**src/rtl/decoder24_pkg.sv**
```systemverilog
// Shared code constants, one-hot word type and the 2-to-4 decode used by the
// streaming decoder.
package decoder24_pkg;

  localparam logic [1:0] CODE_D0 = 2'b00;
  localparam logic [1:0] CODE_D1 = 2'b01;
  localparam logic [1:0] CODE_D2 = 2'b10;
  localparam logic [1:0] CODE_D3 = 2'b11;

  typedef logic [3:0] onehot4_t;

  function automatic onehot4_t decode(input logic [1:0] code);
    onehot4_t oh;
    oh = '0;
    case (code)
      CODE_D0: oh = 4'b0001;
      CODE_D1: oh = 4'b0010;
      CODE_D2: oh = 4'b0100;
      CODE_D3: oh = 4'b1000;
      default: oh = '0;
    endcase
    return oh;
  endfunction

endpackage

```
**src/rtl/decoder24_stream_sync_fifo.sv**
```systemverilog
// Synchronous FIFO: storage, wrapping pointers and occupancy count.
// Callers guarantee no push when full and no pop when empty.
module sync_fifo #(
  parameter int unsigned WIDTH = 2,
  parameter int unsigned DEPTH = 4,
  localparam int unsigned AW = $clog2(DEPTH),
  localparam int unsigned LW = AW + 1
) (
  input  logic             clk,
  input  logic             rst,
  input  logic             push,
  input  logic             pop,
  input  logic [WIDTH-1:0] wdata,
  output logic [WIDTH-1:0] rdata,
  output logic [LW-1:0]    level
);

  logic [WIDTH-1:0] mem [DEPTH];
  logic [AW-1:0]    wr_ptr;
  logic [AW-1:0]    rd_ptr;

  assign rdata = mem[rd_ptr];

  always_ff @(posedge clk) begin
    if (push) mem[wr_ptr] <= wdata;
  end

  // DEPTH is a power of two, so pointers wrap naturally at AW bits.
  always_ff @(posedge clk) begin
    if (rst) begin
      wr_ptr <= '0;
      rd_ptr <= '0;
      level  <= '0;
    end else begin
      if (push) wr_ptr <= wr_ptr + 1'b1;
      if (pop)  rd_ptr <= rd_ptr + 1'b1;
      case ({push, pop})
        2'b10:   level <= level + 1'b1;
        2'b01:   level <= level - 1'b1;
        default: level <= level;
      endcase
    end
  end

endmodule

```
**src/rtl/decoder24_stream.sv**
```systemverilog
// Flow-controlled 2-to-4 decoder: FIFO-buffered codes presented as a registered
// one-hot word with valid/ready, global enable and saturating delivery count.
module decoder24_stream
  import decoder24_pkg::*;
#(
  parameter int unsigned DEPTH = 4,
  parameter int unsigned CNT_W = 8
) (
  input  logic                   clk,
  input  logic                   rst,
  input  logic                   en,
  input  logic                   in_valid,
  output logic                   in_ready,
  input  logic                   c0,
  input  logic                   c1,
  output logic                   out_valid,
  input  logic                   out_ready,
  output logic                   d0,
  output logic                   d1,
  output logic                   d2,
  output logic                   d3,
  output logic [$clog2(DEPTH):0] level,
  output logic [CNT_W-1:0]       cnt
);

  localparam int unsigned LW = $clog2(DEPTH) + 1;

  logic       push;
  logic       pop;
  logic       xfer;
  logic       out_valid_q;
  onehot4_t   word_q;
  logic [1:0] fifo_code;

  sync_fifo #(
    .WIDTH(2),
    .DEPTH(DEPTH)
  ) u_fifo (
    .clk   (clk),
    .rst   (rst),
    .push  (push),
    .pop   (pop),
    .wdata ({c1, c0}),
    .rdata (fifo_code),
    .level (level)
  );

  // in_ready looks only at the registered level, so a full FIFO never
  // accepts in the same cycle it pops.
  assign in_ready  = en && (level != LW'(DEPTH));
  assign push      = in_valid && in_ready;
  assign out_valid = en && out_valid_q;
  assign xfer      = out_valid && out_ready;
  assign pop       = en && (level != '0) && (!out_valid_q || out_ready);

  assign {d3, d2, d1, d0} = out_valid ? word_q : '0;

  always_ff @(posedge clk) begin
    if (rst) begin
      out_valid_q <= 1'b0;
      word_q      <= '0;
      cnt         <= '0;
    end else if (en) begin
      if (pop) begin
        out_valid_q <= 1'b1;
        word_q      <= decode(fifo_code);
      end else if (xfer) begin
        out_valid_q <= 1'b0;
      end
      if (xfer && (cnt != '1)) cnt <= cnt + 1'b1;
    end
  end

endmodule

```
**config.mk**
```make
export PLATFORM = sky130hd
export DESIGN_NAME = decoder24_stream
export DESIGN_NICKNAME = d
export VERILOG_FILES = /design/src/rtl/decoder24_pkg.sv /design/src/rtl/decoder24_stream_sync_fifo.sv /design/src/rtl/decoder24_stream.sv
export SDC_FILE = /design/constraint.sdc
export NUM_CORES = 1
export LEC_CHECK = 0
export BUFFER_PORTS_ARGS = -buffer_cell sky130_fd_sc_hd__buf_2
export CAP_MARGIN = 20
export CORE_MARGIN = 4
export CORE_UTILIZATION = 30
export DETAILED_ROUTE_END_ITERATION = 16
export HOLD_SLACK_MARGIN = 0.08
export SYNTH_ARGS = -nofsm -noshare
export SYNTH_HDL_FRONTEND = slang
export SYNTH_SLANG_ARGS = --single-unit
```
**constraint.sdc**
```tcl
create_clock -name clk -period 4.7 [get_ports clk]
set_input_delay 0.235 -clock clk [delete_from_list [all_inputs] [get_ports clk]]
set_output_delay 0.235 -clock clk [all_outputs]
set_load 0.02 [all_outputs]
```
### After elaboration in Yosys (flattened, before gate mapping)

Memory sizes are Yosys's and may differ from the RTL's. A register that Yosys moved wholly into a read port is not among the register bits.
Cells that the tools add are included.

| storage, ports and cells | value |
|---|---|
| memory bits (writable) | 8 |
| bits in registers | 20 |
| memories kept | 1 |
| logic and storage cells | 44 |
| input port bits | 7 |

| operators by class | value |
|---|---|
| equal/unequal tests | 7 |
| add/sub/neg operators | 5 |
| multiplexer cells | 9 |
| reduce and logical (&&, ||, !) cells | 16 |

Memories:

| memory | depth | width | rd ports | clocked after memory_dff | write ports | line | RTL |
|---|---|---|---|---|---|---|---|
| u_fifo.mem | 4 | 2 | 1 | 1 | 1 | decoder24_stream_sync_fifo.sv:18 | `logic [WIDTH-1:0] mem [DEPTH];` |

Operator list:

| operator | count |
|---|---|
| 4-bit one-hot mux with 4 select lines | 1 |
| 8-bit by 1-bit adder with 8-bit output, second input constant | 1 |
| 8-bit inequality test, second input constant | 1 |
| 1-bit logical AND | 7 |
| 2-bit == test, second input constant | 3 |
| 3-bit one-hot mux with 2 select lines | 1 |
| 2-bit AND reduction | 3 |
| 2-bit by 1-bit adder with 2-bit output, second input constant | 2 |
| 2-bit by 1-bit == test with 1-bit output, second input constant | 2 |
| 1-bit two-way mux | 4 |
| 2-bit two-way mux | 2 |
| 4-bit two-way mux | 1 |
| 2-bit nonzero test | 2 |
| 3-bit by 1-bit adder with 3-bit output, second input constant | 1 |
| 3-bit inequality test, second input constant | 1 |
| 3-bit nonzero test | 1 |
| 3-bit by 1-bit subtractor with 3-bit output, second input constant | 1 |
| 2-bit logical NOT | 1 |
| 1-bit logical NOT | 1 |
| 1-bit logical OR | 1 |

### Logic depth before layout (Yosys ltp)

| logic depth | value |
|---|---|
| depth in word-level cells | 5 |
| depth in mapped cells | 9 |
| depth with buffers taken out | 8 |

### Modules after synthesis

From an unflattened synthesis, not the netlist that was laid out.

| second synthesis, totals | value |
|---|---|
| cell total of the unflattened synthesis | 127 |
| area total of the unflattened synthesis | 1356.3 um^2 |

Modules (own cells, without submodules):

| module | area an instance (um^2) | seq. area each (um^2) | cells an instance | times used |
|---|---|---|---|---|
| sync_fifo | 708.2 | 420.4 | 55 | 1 |
| decoder24_stream | 648.1 | 260.2 | 72 | 1 |

### Worst setup path before layout

OpenSTA, ideal clock, no wires.

| timing path | value |
|---|---|
| path kind | flip-flop to flip-flop |
| start point | register u_fifo.level[0] |
| end point | register u_fifo.level[2] |
| required time | 4629 ps |
| period minus slack after synthesis | 2278 ps |
| data arrival time | 2208 ps |
| slack | 2422 ps |
| cell stages (with the launch flop) | 9 |
| path buffers | 0 |
| path through | dfxtp_1 -> o31ai_1 -> a21oi_2 -> ha_1 -> inv_1 -> fa_1 -> xor2_1 -> or3_1 -> a21oi_1 |

| on the way | value |
|---|---|
| cells in the longest elaborated chain, start to end | 5 |

Ends and longest elaborated chain:

| item | line | RTL |
|---|---|---|
| start, declared | decoder24_stream_sync_fifo.sv:15 | `output logic [LW-1:0] level` |
| start signal, assigned | decoder24_stream_sync_fifo.sv:38 | `2'b10: level <= level + 1'b1;` |
| start signal, assigned | decoder24_stream_sync_fifo.sv:39 | `2'b01: level <= level - 1'b1;` |
| start signal, assigned | decoder24_stream_sync_fifo.sv:40 | `default: level <= level;` |
| 3-bit nonzero test (*) | decoder24_stream.sv:54 | `assign pop = en && (level != '0) && (!out_valid_q \|\| out_ready);` |
| 1-bit logical AND (*) (2 in a row) | decoder24_stream.sv:54 |  |
| net pop | decoder24_stream.sv:29 | `logic pop;` |
| 2-bit by 1-bit == test with 1-bit output / 2-bit == test (equally long branches) | decoder24_stream_sync_fifo.sv:37 | `case ({push, pop})` |
| 3-bit one-hot mux with 2 select lines / 2-bit nonzero test (equally long branches) | - |  |

Mark *: on every way through the listed nets, which the timed path passes. The rest lies on a longest branch.
A chain may end at the register's enable or synchronous reset.

### Final worst setup path

Ends and elaborated chain as after synthesis.

==> results.sh <==
export IMPL_run_status="complete, no violations"
export IMPL_io_buffer_count=23
export IMPL_slew_violations=0
export IMPL_synthCells=128
export IMPL_hp_class="input port to flip-flop"
export IMPL_path_depth=8
export IMPL_die_w_um=75.9
export IMPL_drcViolationCount=0
export IMPL_final_nets=169
export IMPL_wirelength_um=2610
export IMPL_core_area_sq_mm=0.00441
export IMPL_post_dp_hpwl_um=1980
export IMPL_ys_ff_latch=30
export IMPL_cp_arrival_ps=2570
export IMPL_p_leak_nw=0.657
export IMPL_cts_buffer_depth=2
export IMPL_vias_per_cell=4.78
export IMPL_cts_tree="yes"
export IMPL_area_delta_synth_final_pct=17.7
export IMPL_r2r_cells=8
export IMPL_setup_violations=0
export IMPL_row_count=24
export IMPL_cts_resized=0
export IMPL_crit_required_ps=4910
export IMPL_ant_nets=0
export IMPL_die_area_sq_mm=0.00576
export IMPL_synth_cell_type_count=38
export IMPL_htree_levels=2
export IMPL_crit_family="compound AO/OA/AOI/OAI gates"
export IMPL_dr_first_iter_drc_count=47
export IMPL_path_max_fanout=9
export IMPL_slew_headroom_pct=61.2
export IMPL_clock_sinks=30
export IMPL_avgSynthCellArea_sq_um=10.8
export IMPL_async_flop_share_pct=0
export IMPL_vias=994
export IMPL_wl_per_cell_um=12.5
export IMPL_grt_antenna_before_repair=0
export IMPL_maxCapViolations=0
export IMPL_final_setup_tns_ps=0
export IMPL_power_total_mw=0.720
export IMPL_synth_edf_count=8
export IMPL_synthFlopType="dfxtp_1"
export IMPL_chipHeight_um=75.9
export IMPL_fin_crit_sh_pct=50.1
export IMPL_first_pass_iters=4
export IMPL_nFillCells=450
export IMPL_slowest_stage="dfxtp_1"
export IMPL_fin_util_pct=36.9
export IMPL_track_usage_pct=9.73
export IMPL_initial_core_util_pct=31.3
export IMPL_place_congestion=0.741
export IMPL_ctsRootBufferMaster="clkbuf_8"
export IMPL_path_clk_slew_ps=60
export IMPL_cts_setup_buffers=0
export IMPL_n_antenna_cell=0
export IMPL_first_global_vias=912
export IMPL_overflow=0
export IMPL_critPathMaxStageDelay_ps=460
export IMPL_grt_pass1_wl_um=4120
export IMPL_fin_skew_ps=3.34
export IMPL_io_pins=24
export IMPL_endpoint_kind="flip-flop"
export IMPL_synth_fp_nets=142
export IMPL_worstHoldPathCells=1
export IMPL_cts_buffers=5
export IMPL_vdd_drop_max_uv=125
export IMPL_post_dp_cell_area_sq_mm=0.00155
export IMPL_fin_crit_ps=2360
export IMPL_worst_setup_path_type="flip-flop to flip-flop"
export IMPL_hold_viol_final=0
export IMPL_synth_area_sq_mm=0.00138
export IMPL_final_area_sq_mm=0.00163
export IMPL_critPathLaunchType="flip-flop"
export IMPL_tightest_slew_ps=567
export IMPL_synth_seq_area_share_pct=49.2
export IMPL_hold_buffers=0
export IMPL_grt_max_degree=24
export IMPL_path_cells="o31ai_1, a21oi_2, ha_1, inv_1, fa_1, xor2_1, or3_1, a21oi_1"
export IMPL_clkLatencyLatePin_ps=280
export IMPL_drive_gt1_share_pct=27.6
export IMPL_max_freq_ghz=0.424
export IMPL_yosys_warnings=0
export IMPL_crit_buf_inv=1
export IMPL_grt_setup_unrepaired="false"
export IMPL_power_per_cell_area_mw_per_mm2=442
-- worst register-to-register path, stage by stage (launching register included) --
cell,delay [ps]
dfxtp_1,460
o31ai_1,150
a21oi_2,370
ha_1,280
inv_1,60
fa_1,380
xor2_1,160
or3_1,300
a21oi_1,140
-- sequential cells by signal, indices dropped and copies added (netlist names), named ones only --
| name | count |
|---|---|
| word_q | 4 |
| u_fifo.mem | 8 |
| u_fifo.rd_ptr | 2 |
| out_valid_q | 1 |
| u_fifo.wr_ptr | 2 |
| cnt | 8 |
| u_fifo.level | 3 |
-- power breakdown --
group | switching, mW | leakage [nW] | internal, mW
combinational | 0.112 | 0.366 | 0.0821
clock | 0.0904 | 0.0407 | 0.0985
sequential | 0.0374 | 0.251 | 0.300
-- layout by cell type, fill, tap and decap left out, drive strengths merged, types with 2 or more instances in the layout --
cell type	count
xor2	3
nand2b	2
o32ai	2
edfxtp	8
or4	2
xnor2	5
mux2i	4
a21oi	8
mux4	2
ha	6
clkinv	3
or3	2
dfxtp	22
nand3	3
inv	10
o31ai	3
buf	23
clkbuf	5
nor2	15
nand2	5
and3	9
o21ai	2
-- synth_stat cells (2+ instances only) --
master    number  share of area, %
o31ai_1        3               1.6
and3_1         5               2.3
nand2b_1       2              0.90
xnor2_1        5               3.2
nand3_1        2              0.72
o21ai_0        2              0.72
nand2_1        5               1.4
and3_2         4               2.2
mux4_2         2               3.3
ha_1           6               5.4
clkbuf_1       2              0.54
a21oi_1        7               2.5
xor2_1         3               1.9
nor2_1        15               4.1
dfxtp_1       22                32
inv_1         10               2.7
edfxtp_1       8                17
mux2i_1        4               2.9
o32ai_1        2               1.3
-- cell type report --
type,instances,area [sq um],area share [%]
Clock buffer,5,68.8,4.23
Inverter,10,37.5,2.31
Multi-Input combinational cell,85,649,39.9
Tap cell,52,65.1,4.00
Clock inverter,3,11.3,0.692
Sequential cell,30,681,41.8
Timing Repair Buffer,23,115,7.07
-- metal layers --
layer | share of wire, % | GRT usage (%)
met3 | 5.9 | 3.83
met5 | 0 | 0
met2 | 46 | 14.9
met1 | 46 | 11.6
met4 | 1.8 | 5.44
-- cells by family (layout without fill, tap and decap cells) --
kind of cell	after synthesis	in the layout	synth area share, %
buffers and inverters	13	41	3.80
flip-flops	30	30	49.2
XOR/XNOR	8	8	5.07
AND/OR/NAND/NOR	43	43	17.3
multiplexers	6	6	6.15
AO/OA/AOI/OAI	21	21	11.6
adder cells (fa/ha/maj)	7	7	6.88
-- final timing paths --
check                                      from  slack, ps          endpoint
worst max-delay path            u_fifo.level[0]       2340   u_fifo.level[2]
worst min-delay path                         c0        180  u_fifo.mem[0][0]
worst max register to register  u_fifo.level[0]       2340   u_fifo.level[2]
worst min register to register        word_q[3]        470         word_q[3]
-- metrics by stage --
stage	instances	setup WS (ps)	hold slack, ps
global placement	200	2450	453
detailed placement	200	2350	462
global route	208	2130	168
finish	208	2340	182
floorplan	128	2420	334
CTS	208	2340	167
Power figures use the tool's default switching activity.
